===== src/rtl/sd_pkg.sv =====
// Shared definitions for the SD DAT-line blocks: FSM states, result codes,
// status token values and the CRC16 polynomial.
package sd_pkg;

  typedef enum logic [3:0] {
    ST_IDLE,
    ST_START,
    ST_DATA,
    ST_CRC,
    ST_END,
    ST_TURN,
    ST_SWAIT,
    ST_STAT,
    ST_BUSYW,
    ST_DONE
  } dat_tx_state_t;

  localparam logic [2:0] ERR_OK       = 3'd0;
  localparam logic [2:0] ERR_CRC      = 3'd1;
  localparam logic [2:0] ERR_WRITE    = 3'd2;
  localparam logic [2:0] ERR_STAT_TO  = 3'd3;
  localparam logic [2:0] ERR_BUSY_TO  = 3'd4;
  localparam logic [2:0] ERR_UNDERRUN = 3'd5;
  localparam logic [2:0] ERR_ZERO_LEN = 3'd6;
  localparam logic [2:0] ERR_END_BIT  = 3'd7;

  localparam logic [2:0] CRCST_OK  = 3'b010;
  localparam logic [2:0] CRCST_BAD = 3'b101;

  localparam logic [15:0] CRC16_POLY = 16'h1021;

  // In 1-bit mode only DAT0 carries information; DAT3..1 idle high.
  function automatic logic [3:0] lane_map(input logic mode4, input logic [3:0] bits);
    return mode4 ? bits : {3'b111, bits[0]};
  endfunction

endpackage


===== src/rtl/sd_crc16_x4.sv =====
// Four parallel serial CRC16 lanes (x^16+x^12+x^5+1), one per DAT line,
// with a shift-out mode that presents each lane's CRC MSB first.
module sd_crc16_x4
  import sd_pkg::*;
(
  input  logic       clk,
  input  logic       clr,
  input  logic       en,
  input  logic       shift,
  input  logic [3:0] bits,
  output logic [3:0] msb
);

  for (genvar l = 0; l < 4; l++) begin : g_lane
    logic [15:0] crc;

    always_ff @(posedge clk) begin
      if (clr)
        crc <= '0;
      else if (shift)
        crc <= {crc[14:0], 1'b0};
      else if (en)
        crc <= {crc[14:0], 1'b0} ^ ((bits[l] ^ crc[15]) ? CRC16_POLY : 16'h0000);
    end

    assign msb[l] = crc[15];
  end

endmodule


===== src/rtl/sd_dat_tx.sv =====
// Host-side SD DAT write transmitter: frames one block on DAT[3:0], then
// collects the card's CRC status token and waits out card busy.
module sd_dat_tx
  import sd_pkg::*;
#(
  parameter int BLEN_W  = 12,
  parameter int STAT_TO = 8,
  parameter int BUSY_TO = 65535
) (
  input  logic              clk,
  input  logic              rst,
  input  logic              start,
  input  logic              bus4,
  input  logic [BLEN_W-1:0] blk_len,
  input  logic [7:0]        din,
  input  logic              din_valid,
  output logic              din_ready,
  output logic [3:0]        dat_o,
  output logic              dat_oe,
  input  logic [3:0]        dat_i,
  output logic              busy,
  output logic              done,
  output logic [2:0]        err,
  output logic [2:0]        crc_status
);

  localparam int TW = $clog2(BUSY_TO + 2);

  dat_tx_state_t     state, state_d;
  logic              mode4, mode4_d;
  logic [BLEN_W-1:0] rem, rem_d;
  logic [7:0]        sreg, sreg_d;
  logic [2:0]        bcnt, bcnt_d;
  logic [3:0]        ccnt, ccnt_d;
  logic [TW-1:0]     tcnt, tcnt_d;
  logic [3:0]        dat_o_d;
  logic              oe_d;
  logic [2:0]        err_d, cst_d;
  logic              last_bit;
  logic              crc_clr, crc_en, crc_shift;
  logic [3:0]        crc_bits, crc_msb;
  logic              unused_dat;

  assign unused_dat = ^dat_i[3:1];

  function automatic logic [3:0] first_bits(input logic m4, input logic [7:0] b);
    return m4 ? b[7:4] : {3'b111, b[7]};
  endfunction

  function automatic logic [7:0] rest_bits(input logic m4, input logic [7:0] b);
    return m4 ? {b[3:0], 4'h0} : {b[6:0], 1'b0};
  endfunction

  sd_crc16_x4 u_crc (
    .clk   (clk),
    .clr   (crc_clr),
    .en    (crc_en),
    .shift (crc_shift),
    .bits  (crc_bits),
    .msb   (crc_msb)
  );

  assign busy = (state != ST_IDLE);
  assign done = (state == ST_DONE);

  // Every edge decides the bus value for the next cycle, so dat_o/dat_oe
  // come straight from flops and the CRC advances in step with them.
  always_comb begin
    state_d   = state;
    mode4_d   = mode4;
    rem_d     = rem;
    sreg_d    = sreg;
    bcnt_d    = bcnt;
    ccnt_d    = ccnt;
    tcnt_d    = tcnt;
    dat_o_d   = dat_o;
    oe_d      = dat_oe;
    err_d     = err;
    cst_d     = crc_status;
    crc_clr   = 1'b0;
    crc_en    = 1'b0;
    crc_shift = 1'b0;
    crc_bits  = 4'hF;
    din_ready = 1'b0;
    last_bit  = mode4 ? (bcnt == 3'd1) : (bcnt == 3'd7);

    unique case (state)
      ST_IDLE: begin
        oe_d    = 1'b0;
        dat_o_d = 4'hF;
        if (start) begin
          cst_d = 3'b000;
          if (blk_len == '0) begin
            state_d = ST_DONE;
            err_d   = ERR_ZERO_LEN;
          end else begin
            state_d = ST_START;
            err_d   = ERR_OK;
            mode4_d = bus4;
            rem_d   = blk_len;
            crc_clr = 1'b1;
            oe_d    = 1'b1;
            dat_o_d = bus4 ? 4'h0 : 4'hE;
          end
        end
      end
      ST_START: din_ready = 1'b1;
      ST_DATA: begin
        if (!last_bit) begin
          dat_o_d  = first_bits(mode4, sreg);
          sreg_d   = rest_bits(mode4, sreg);
          bcnt_d   = bcnt + 3'd1;
          crc_en   = 1'b1;
          crc_bits = first_bits(mode4, sreg);
        end else if (rem != '0) begin
          din_ready = 1'b1;
        end else begin
          state_d   = ST_CRC;
          ccnt_d    = 4'd0;
          crc_shift = 1'b1;
          dat_o_d   = lane_map(mode4, crc_msb);
        end
      end
      ST_CRC: begin
        if (ccnt == 4'd15) begin
          state_d = ST_END;
          dat_o_d = 4'hF;
        end else begin
          ccnt_d    = ccnt + 4'd1;
          crc_shift = 1'b1;
          dat_o_d   = lane_map(mode4, crc_msb);
        end
      end
      ST_END: begin
        state_d = ST_TURN;
        oe_d    = 1'b0;
        dat_o_d = 4'hF;
        tcnt_d  = '0;
      end
      ST_TURN: begin
        tcnt_d = tcnt + TW'(1);
        if (tcnt == TW'(1)) begin
          state_d = ST_SWAIT;
          tcnt_d  = '0;
        end
      end
      ST_SWAIT: begin
        tcnt_d = tcnt + TW'(1);
        if (!dat_i[0]) begin
          state_d = ST_STAT;
          tcnt_d  = '0;
        end else if (tcnt == TW'(STAT_TO - 1)) begin
          state_d = ST_DONE;
          err_d   = ERR_STAT_TO;
        end
      end
      ST_STAT: begin
        if (tcnt != TW'(3)) begin
          cst_d  = {crc_status[1:0], dat_i[0]};
          tcnt_d = tcnt + TW'(1);
        end else begin
          state_d = ST_BUSYW;
          tcnt_d  = '0;
          if (crc_status != CRCST_OK)
            err_d = (crc_status == CRCST_BAD) ? ERR_CRC : ERR_WRITE;
          else if (!dat_i[0])
            err_d = ERR_END_BIT;
        end
      end
      ST_BUSYW: begin
        tcnt_d = tcnt + TW'(1);
        if (dat_i[0]) begin
          state_d = ST_DONE;
        end else if (tcnt == TW'(BUSY_TO)) begin
          state_d = ST_DONE;
          if (err == ERR_OK) err_d = ERR_BUSY_TO;
        end
      end
      ST_DONE: state_d = ST_IDLE;
      default: state_d = ST_IDLE;
    endcase

    // Byte handshake shared by START and the last bit of each DATA byte.
    if (din_ready) begin
      if (!din_valid) begin
        state_d = ST_DONE;
        err_d   = ERR_UNDERRUN;
        oe_d    = 1'b0;
        dat_o_d = 4'hF;
      end else begin
        state_d  = ST_DATA;
        bcnt_d   = 3'd0;
        rem_d    = rem - BLEN_W'(1);
        sreg_d   = rest_bits(mode4, din);
        dat_o_d  = first_bits(mode4, din);
        crc_en   = 1'b1;
        crc_bits = first_bits(mode4, din);
      end
    end
  end

  always_ff @(posedge clk) begin
    if (rst) begin
      state      <= ST_IDLE;
      dat_o      <= 4'hF;
      dat_oe     <= 1'b0;
      err        <= ERR_OK;
      crc_status <= 3'b000;
    end else begin
      state      <= state_d;
      dat_o      <= dat_o_d;
      dat_oe     <= oe_d;
      err        <= err_d;
      crc_status <= cst_d;
    end
  end

  always_ff @(posedge clk) begin
    mode4 <= mode4_d;
    rem   <= rem_d;
    sreg  <= sreg_d;
    bcnt  <= bcnt_d;
    ccnt  <= ccnt_d;
    tcnt  <= tcnt_d;
  end

endmodule


===== config.mk =====
export PLATFORM = sky130hd
export DESIGN_NAME = sd_dat_tx
export DESIGN_NICKNAME = d
export VERILOG_FILES = /design/src/rtl/sd_pkg.sv /design/src/rtl/sd_crc16_x4.sv /design/src/rtl/sd_dat_tx.sv
export SDC_FILE = /design/constraint.sdc
export NUM_CORES = 1
export LEC_CHECK = 0
export CAP_MARGIN = 20
export CELL_PAD_IN_SITES_DETAIL_PLACEMENT = 1
export CELL_PAD_IN_SITES_GLOBAL_PLACEMENT = 2
export CORE_ASPECT_RATIO = 1.4
export CORE_MARGIN = 1
export CORE_UTILIZATION = 38
export CTS_BUF_LIST = sky130_fd_sc_hd__clkbuf_4 sky130_fd_sc_hd__clkbuf_8
export DETAILED_ROUTE_END_ITERATION = 10
export PLACE_DENSITY_LB_ADDON = 0.1
export SYNTH_ARGS = -nofsm -noshare
export SYNTH_HDL_FRONTEND = slang
export SYNTH_SLANG_ARGS = --single-unit

===== constraint.sdc =====
create_clock -name clk -period 3.1 [get_ports clk]
set_clock_uncertainty 0.05 [all_clocks]
set_input_delay 0.31 -clock clk [delete_from_list [all_inputs] [get_ports clk]]
set_output_delay 0.31 -clock clk [all_outputs]
set_load 0.005 [all_outputs]

==> flow_summary_export.csv <==
group,metric,value,unit
routing,vias,5763,
yosys,yosysSeqAreaShare,41.7,%
power_and_ir_drop,clock_power_share,21.0,%
yosys,avgSynthCellArea,8.40,µm²
clocking,cts_buffer_depth,2,
routing,vias_per_cell,5.58,
min_path,holdPathStages,2,
sta,hold_viol,0,
min_path,worst_hold_path.endpoint,"u_crc.g_lane[2].crc[10]$_SDFFE_PP0P_",
sta,drv_slew,0,
die,core_area,16700,µm²
setup_path,rr_endpoint,"u_crc.g_lane[0].crc[15]$_SDFFE_PP0P_",
place,numPortBuffers,39,
sta,fmax,363,MHz
power_and_ir_drop,power_leakage,0.00268,µW
power_and_ir_drop,power.total,6710,µW
power_and_ir_drop,p_sw,2690,µW
sta,rsz0062_at_grt,"false",
die,design.die.area,17600,µm²
setup_path,cp_top_family,"simple AND/OR/NAND/NOR gates",
clocking,clock_latency,0.44,ns
power_and_ir_drop,ir_drop,0.436,mV
yosys,ys_ff_latch,124,
yosys,synth_flop_cell,"dfxtp_1",
global_route,antenna_found_initial,0,
routing,antenna_left,0,
cells_and_area,syn2layout_area_growth,16.2,%
setup_path,start_kind,"flop",
yosys,synthesis.instances,772,
yosys,synth-edff-count,22,
cells_and_area,final_layout_size_suffix_gt1_share,11.5,%
global_route,grt-ovfl-total,0,
yosys,async_reset_ff_share,0,%
setup_path,path_cells,"inv_1 -> ha_2 -> or3b_4 -> or4_4 -> a21oi_4 -> inv_1 -> dlymetal6s2s_1",
setup_path,required,2.74,ns
place,hpwlAfterDp,12.9,mm
global_route,grt_pass1_wl,29.1,mm
clocking,clkTransAtPathRegs,0.07,ns
die,io_pins,43,
sta,fin_ws,0.347,ns
power_and_ir_drop,comb_power_share,41.2,%
sta,timing.setup.tns,0,ns
min_path,hold_start,"u_crc.g_lane[2].crc[10]$_SDFFE_PP0P_",
place,routabilityCongestion,0.823,
cells_and_area,final_cell_mix,"nand2_1 (159), dfxtp_1 (101), a21oi_1 (90), nor2_1 (58), clkdlybuf4s50_1 (38)",
setup_path,reg2reg_depth,11,
cells_and_area,antenna-diode-count,0,
setup_path,r2r_slack,0.37,ns
routing,route.detailed.drc,0,
cells_and_area,stdcell_count,1032,
status,outcome,"complete, no violations",
routing,first_pass_iters,4,
yosys,synth_fp_nets,807,
die,fp-row-count,56,
cells_and_area,post-route-util,45.0,%
global_route,first_global_vias,5959,
die,die_y,157,µm
setup_path,cp-end-kind,"output pin",
sta,setup_viol,0,
sta,relSlewSlack,54.8,%
setup_path,cp_max_fo,3,
clocking,clockRootBuffer,"clkbuf_8",
routing,wire_per_inst,17.1,µm
clocking,htreeDepth,4,
place,post-place-ws,0.287,ns
routing,wirelength,17.6,mm
routing,drtIter0Drc,248,
place,dpl.cell_count,998,
yosys,yosysWarnings,0,
setup_path,path_common_cell,"inv_1",
global_route,grt_use_total,20.9,%
clocking,cts_sinks,124,
cells_and_area,final_common_cell,"nand2_1",
power_and_ir_drop,internal-power,4020,µW
yosys,synth_area,6480,µm²
setup_path,crit_type,"flop to output pin",
setup_path,slowest_stage,"or4_4",
setup_path,cp_num_buf_inv,3,
power_and_ir_drop,netSwitchingFraction,40.1,%
sta,worst_slew_pin_slew,0.677,ns
setup_path,worstPathArrival,2.39,ns
clocking,numCtsBuffers,17,
die,initial_core_util,38.7,%
sta,period_needed,2.75,ns
min_path,hp-class,"flop to flop",
yosys,synth.distinct_cells,75,
cells_and_area,fin_nets,852,
global_route,grt_start_max_net_pins,46,
run,max_cap_viol_count,0,
die,die_w,112,µm
power_and_ir_drop,seq_power_share,37.7,%
setup_path,slowest_delay,0.56,ns
clocking,tritoncts,"done",
sta,fin_crit_sh,88.8,%
setup_path,reg2reg_from,"rem[0]$_DFF_P_",
power_and_ir_drop,p_per_area,890,nW/µm²
## cells by family after synthesis
logic type      count (synthesis)  synth area share, %
compound gates                213                 21.9
xor+xnor                       17                 2.30
fa+ha+maj                       6                 1.16
buf+inv                        68                 5.33
flops                         124                 41.7
mux                            10                 1.54
simple gates                  334                 26.1
## power groups by stage
stage                     Sequential (µW)  Combinational (µW)  Clock (µW)
after floorplan                      2420                2050           0
after global placement               2530                2680           0
after detailed placement             2570                2780           0
after CTS                            2540                2810        1460
after global routing                 2600                3090        1520
final                                2530                2770        1410
## sequential cells by signal (all words and copies together) (netlist names), 3 cells and up
register	flops
sreg	8
tcnt	17
dat_o	4
ccnt	4
bcnt	3
rem	12
err	3
u_crc.g_lane.crc	64
state	4
crc_status	3
## cell usage after synthesis (all sizes together) (5+ instances only)
cell type / n / area share [%]
nor4: 13 / 2.3
nand2: 160 / 9.4
xor2: 11 / 1.5
nand2b: 9 / 0.87
clkbuf: 22 / 1.3
o31a: 7 / 0.95
a21oi: 92 / 7.4
nand3: 19 / 1.5
nor3: 10 / 0.77
or2: 7 / 0.68
nand4: 10 / 0.96
o21a: 11 / 1.3
dfxtp: 102 / 31
a311oi: 5 / 0.68
a22oi: 5 / 0.58
o311ai: 5 / 0.68
nor3b: 11 / 1.3
inv: 21 / 1.2
mux2i: 10 / 1.5
and3: 9 / 0.87
buf: 24 / 2.7
ha: 6 / 1.2
a211oi: 5 / 0.66
a31oi: 5 / 0.48
o21ai: 29 / 2.4
nor2: 59 / 3.7
a21boi: 7 / 0.98
edfxtp: 22 / 10
o211ai: 13 / 1.8
xnor2: 6 / 0.81
## worst max-delay path by stage
stage | startpoint | end | slack, ns | depth (start not counted)
2_1_floorplan | tcnt[0]$_DFFE_PP_ | state[2]$_SDFFE_PP0P_ | 0.68 | 11
3_3_place_gp | rem[0]$_DFF_P_ | din_ready | 0.33 | 7
3_5_place_dp | rem[0]$_DFF_P_ | din_ready | 0.29 | 7
4_1_cts | rem[0]$_DFF_P_ | din_ready | 0.02 | 7
5_1_grt | state[0]$_SDFFE_PP0P_ | rem[9]$_DFF_P_ | 0.12 | 6
6_report | rem[0]$_DFF_P_ | din_ready | 0.35 | 7
## metrics by stage
| stage | instance area [µm²] | hold slack, ns |
|---|---|---|
| after CTS | 7520 | 0.389 |
| final | 7540 | 0.406 |
| after global placement | 7120 | 0.389 |
| after floorplan | 6480 | 0.332 |
| after detailed placement | 7120 | 0.397 |
| after global routing | 7540 | 0.421 |
## routing by layer
layer,GRT usage (%),part of all wire [%],wire (µm),up-vias
met1,24.0,44,7770,2808
met5,0,0,0,-
met2,38.3,51,9080,74
li1,-,-,-,2852
met3,3.83,2.4,426,29
met4,8.19,2.1,363,0
## worst reg2reg max path, delay by kind of cell (launching register included)
family	cells	cell delay, ns
simple gates	4	0.96
buf+inv	4	0.79
flops	1	0.31
compound gates	2	0.31
fa+ha+maj	1	0.20
## timing repair
item                       4_1_cts  5_1_grt
hold buffers                     0        0
buffers inserted                 2        0
gates cloned                     0        0
setup endpoints to repair        1        1
pin swaps                        1        0
gates resized for setup          2        2
## layout make-up
cell class / instances / area [µm²]
fill: 2013 / 9210
clock inverter: 11 / 120
clock buffer: 20 / 263
timing repair buffer: 72 / 666
inverter: 22 / 87.6
sequential: 124 / 2700
multi-input combinational: 580 / 3440
tap: 203 / 254
Note: power is estimated with default switching activity, not from simulation.
